$ cat config.mk
export PLATFORM = sky130hd
export DESIGN_NAME = encrypt_pipe_shift_xor_tx
export DESIGN_NICKNAME = d
export VERILOG_FILES = /design/src/rtl/encrypt_pipe_shift_xor_tx.sv
export SDC_FILE = /design/constraint.sdc
export NUM_CORES = 1
export LEC_CHECK = 0
export BUFFER_PORTS_ARGS = -buffer_cell sky130_fd_sc_hd__buf_4
export CORE_MARGIN = 1
export CORE_UTILIZATION = 30
export DETAILED_ROUTE_END_ITERATION = 16
export PLACE_DENSITY = 0.56
export SLEW_MARGIN = 15
export SYNTH_ARGS = -nofsm -noshare
export SYNTH_HDL_FRONTEND = slang
export SYNTH_SLANG_ARGS = --single-unit
$ cat constraint.sdc
create_clock -name clk -period 2.98 [get_ports clk]
set_input_delay 0.298 -clock clk [delete_from_list [all_inputs] [get_ports clk]]
set_output_delay 0.298 -clock clk [all_outputs]
set_load 0.05 [all_outputs]
$ cat src/rtl/encrypt_pipe_shift_xor_tx.sv
// Transmit-side XOR scrambler: FIFO-buffered plaintext, inverse bit permutation,
// then XOR with a k1/k2/k3 rotating key restarted on every gap in the pop stream.
module encrypt_pipe_shift_xor_tx #(
  parameter int DEPTH  = 4,
  parameter int PERM_0 = 3,
  parameter int PERM_1 = 7,
  parameter int PERM_2 = 0,
  parameter int PERM_3 = 5,
  parameter int PERM_4 = 1,
  parameter int PERM_5 = 6,
  parameter int PERM_6 = 2,
  parameter int PERM_7 = 4
) (
  input  logic                       clk,
  input  logic                       rst,
  input  logic                       mode,
  input  logic [7:0]                 din,
  input  logic                       din_valid,
  output logic                       din_ready,
  input  logic [7:0]                 k1,
  input  logic [7:0]                 k2,
  input  logic [7:0]                 k3,
  input  logic [2:0]                 rot_freq,
  output logic [7:0]                 encrypted_data,
  output logic                       encrypted_valid,
  output logic [$clog2(DEPTH):0]     fifo_level
);

  localparam int AW = $clog2(DEPTH);
  localparam int LW = AW + 1;

  logic [7:0]    mem [DEPTH];
  logic [AW-1:0] wr_ptr;
  logic [AW-1:0] rd_ptr;
  logic [LW-1:0] level;
  logic          push;
  logic          pop;
  logic [7:0]    head;
  logic [7:0]    perm;

  logic [2:0]    sel;
  logic [2:0]    cnt;
  logic [7:0]    curr_key;
  logic [7:0]    key_sel;

  assign din_ready  = (level < LW'(DEPTH)) && !rst;
  assign push       = din_valid && din_ready;
  assign pop        = mode && (level != '0);
  assign fifo_level = level;
  assign head       = mem[rd_ptr];

  // Inverse of the decryptor's permutation P, so that P(perm) == head.
  assign perm = {head[PERM_7], head[PERM_6], head[PERM_5], head[PERM_4],
                 head[PERM_3], head[PERM_2], head[PERM_1], head[PERM_0]};

  always_comb begin
    key_sel = k1;
    if (sel[1]) key_sel = k2;
    else if (sel[2]) key_sel = k3;
  end

  always_ff @(posedge clk) begin
    if (push) mem[wr_ptr] <= din;
  end

  always_ff @(posedge clk) begin
    if (rst) begin
      wr_ptr <= '0;
      rd_ptr <= '0;
      level  <= '0;
    end else begin
      if (push) wr_ptr <= wr_ptr + 1'b1;
      if (pop)  rd_ptr <= rd_ptr + 1'b1;
      case ({push, pop})
        2'b10:   level <= level + 1'b1;
        2'b01:   level <= level - 1'b1;
        default: level <= level;
      endcase
    end
  end

  // Key schedule mirrors the decryptor: any cycle without a pop restarts it at k1.
  always_ff @(posedge clk) begin
    if (rst) begin
      sel      <= 3'b001;
      cnt      <= '0;
      curr_key <= k1;
    end else if (pop) begin
      curr_key <= key_sel;
      if (cnt == rot_freq) begin
        sel <= {sel[1:0], sel[2]};
        cnt <= '0;
      end else begin
        cnt <= cnt + 1'b1;
      end
    end else begin
      sel      <= 3'b001;
      cnt      <= '0;
      curr_key <= k1;
    end
  end

  always_ff @(posedge clk) begin
    if (rst) begin
      encrypted_valid <= 1'b0;
      encrypted_data  <= 8'h00;
    end else begin
      encrypted_valid <= pop;
      encrypted_data  <= pop ? (perm ^ curr_key) : 8'h00;
    end
  end

endmodule

==> flow_summary_export.csv <==
group,metric,value,unit
yosys,synth-main-ff-cell,"edfxtp_1",
setup_path,crit_path_max_incr_delay,0.47,ns
final_layout,fin_nets,283,
place,place_congestion,0.6949,
setup_path,worstPathRequired,3.25,ns
timing,whs,0.1598,ns
final_layout,areaGrowthSynthToFinish,24.05,%
floorplan,core_area,0.008299,sq mm
yosys,synth.top_cell.area_share,0.3687,
drt,wirelength,5010,um
floorplan,fp.dieH,95.21,um
setup_path,r2r.worst_path.cells,8,
setup_path,crit_slowest_cell,"dfxtp_1",
cts,cts_root_buffer,"clkbuf_8",
timing,achievable-frequency,0.4785,GHz
final_layout,final_common_cell,"buf_4",
power_and_ir_drop,p_leak,1.246,nW
setup_path,path_buf_inv,2,
yosys,syn_inst,185,
drt,drc,0,
final_layout,final_util,0.3896,
timing,finalClockSkew,0.01091,ns
setup_path,crit_fanout,8,
cts,holdBufCountCts,0,
cts,cts-resized-gates,0,
timing,setup_viol,0,
timing,fin_ws,0.8903,ns
yosys,synth.area.top_cells,"edfxtp_1, dfxtp_1, mux4_2",
setup_path,cp-start-kind,"register",
global_route,overflow,0,
cts,cts_tree,"yes",
yosys,yosysUniqueCellTypes,33,
floorplan,num_rows,33,
timing,period_needed,2.090,ns
final_layout,drive_gt1_frac,0.3347,
status,outcome,"complete, no violations",
floorplan,design.portCount,52,
global_route,antenna_found_initial,0,
yosys,ys_warn_count,0,
cts,cts_sinks,64,
place,io_buffer_count,51,
cts,cts_buffers,9,
floorplan,die_w,95.21,um
global_route,grt_use_total,0.1208,
setup_path,critical_path.cell_chain,"o31ai_1 -> inv_1 -> ha_1 -> inv_1 -> fa_1 -> xor2_1 -> or3_2 -> a21oi_1",
setup_path,crit_end,"fifo_level[2]$_SDFFE_PP0P_",
place,dp_hpwl,3586,um
cts,clk_path_buf_depth,2,
setup_path,worstSetupPathType,"reg -> reg",
timing,worst_pin_slew,0.6659,ns
power_and_ir_drop,cellPowerDensity,735.1,mW/mm^2
yosys,ys_seq_area_frac,0.6145,
final_layout,multi_input_area,909.6,sq um
yosys,yosys.area.top_type,"edfxtp_1",
setup_path,worst_r2r_endpoint,"fifo_level[2]$_SDFFE_PP0P_",
yosys,ys_seq_elements,64,
drt,via_count,1608,
setup_path,setup.worst_path.start,"fifo_level[2]$_SDFFE_PP0P_",
final_layout,fin_area,0.003233,sq mm
cts,htreeDepth,3,
yosys,syn_area,0.002606,sq mm
final_layout,final_cell_mix,"buf_4, dfxtp_1, edfxtp_1",
yosys,synth_nets,231,
global_route,grt_pass1_vias,1585,
setup_path,critPathArrivalTime,2.36,ns
final_layout,insertedDiodeCount,0,
setup_path,cp_top_family,"adder cells",
yosys,synth-async-reset-ratio,0,
timing,rsz0062_at_grt,"false",
setup_path,cp.depth,8,
power_and_ir_drop,ir_worst_vdd,0.1792,mV
place,place_area,0.003063,sq mm
cts,clk_pin_slew,0.08,ns
timing,max-slew-margin-rel,0.5550,
final_layout,ff_latch_area,0.001602,sq mm
timing,tns,0,ns
setup_path,cp-end-kind,"register",
final_layout,fillers,817,
floorplan,dieArea,0.009064,sq mm
min_path,worstHoldStart,"din[0]",
place,dp_cells,331,
setup_path,reg2reg_setup_slack,0.89,ns
timing,slew_violations,0,
drt,vias_per_cell,4.634,
cts,cts_setup_buffers,0,
setup_path,r2r_start,"fifo_level[2]$_SDFFE_PP0P_",
yosys,syn_avg_cell_area,14.09,sq um
drt,final_antenna_net_count,0,
drt,dr.pass1.iters,4,
drt,post_drt_wl_per_cell,14.44,um
yosys,synth_edf_count,32,
run,maxCapViolations,0,
timing,hold_viol_final,0,
final_layout,fin_cells,347,
cts,clk_latency,0.33,ns
global_route,grt_max_degree,22,
floorplan,initial_core_util,0.3140,
place,pre_cts_ws,0.8554,ns
power_and_ir_drop,p_total,2.377,mW
global_route,grt_pass1_wl,7886,um
drt,drtIter0Drc,42,
timing,final.period_utilization,0.7013,
setup_path,crit_path_frequent_cell,"inv_1",
min_path,hold_class,"in -> reg",
-- area by class of cell --
cell class,count,share of cell area
clock buffers,9,0.03831
clock inverters,7,0.01432
inverters,8,0.009288
multi-input cells,102,0.2813
flip-flops and latches,64,0.4954
well taps,105,0.04063
repair buffers,52,0.1207
-- sequential cells by signal (all words and copies together) (netlist names), named ones only --
name / cells
curr_key: 8
fifo_level: 3
cnt: 3
encrypted_valid: 1
mem: 32
wr_ptr: 2
rd_ptr: 2
encrypted_data: 8
sel: 3
-- kinds of logic (layout without fill, tap and decap cells) --
kind of cell,count (synthesis),in the layout,synth area share
and+or+nand+nor,45,45,0.09889
buffers and inverters,19,76,0.03649
muxes,10,10,0.07681
AOI/OAI and AO/OA,23,23,0.07969
DFF,64,64,0.6145
adders and majority gates,7,7,0.03649
xor gates and xnor gates,17,17,0.05713
-- per-layer routing --
metal / routed length, um / track usage / vias up
met5: 0 / 0 / -
met4: 39 / 0.06818 / 0
met3: 369 / 0.03668 / 4
met2: 2188 / 0.1851 / 54
met1: 2412 / 0.1510 / 758
li1: - / - / 792
-- worst min-delay path by stage --
stage / slack, ns / cells after the start / end
after floorplan: 0.40 / 0 / mem[0][0]$_DFFE_PP_
after global placement: 0.47 / 2 / sel[1]$_SDFFE_PP0P_
after detailed placement: 0.47 / 2 / sel[1]$_SDFFE_PP0P_
after CTS: 0.15 / 1 / mem[1][0]$_DFFE_PP_
after global routing: 0.14 / 1 / mem[2][7]$_DFFE_PP_
final: 0.16 / 1 / mem[1][0]$_DFFE_PP_
-- synth_stat cells (2+ instances only) --
master    count
nand3_1       3
ha_1          6
edfxtp_1     32
a221o_1       8
a41o_1        7
nor3b_1       9
o31ai_1       3
nand2_1       2
buf_2         2
and2_1        4
nor2_1       16
nor3_1        3
mux4_2        8
xor2_1        7
xnor2_1      10
mux2i_1       2
nor2b_1       2
a21oi_1       2
dfxtp_1      32
buf_6         2
inv_1         8
clkbuf_1      6
-- where the power goes --
| part | switching, mW | internal [mW] | total (mW) |
|---|---|---|---|
| Sequential | 0.0850 | 1.02 | 1.10 |
| Clock | 0.340 | 0.299 | 0.639 |
| Combinational | 0.353 | 0.282 | 0.635 |
| Total | 0.777 | 1.60 | 2.38 |
Power figures use the tool's default switching activity.
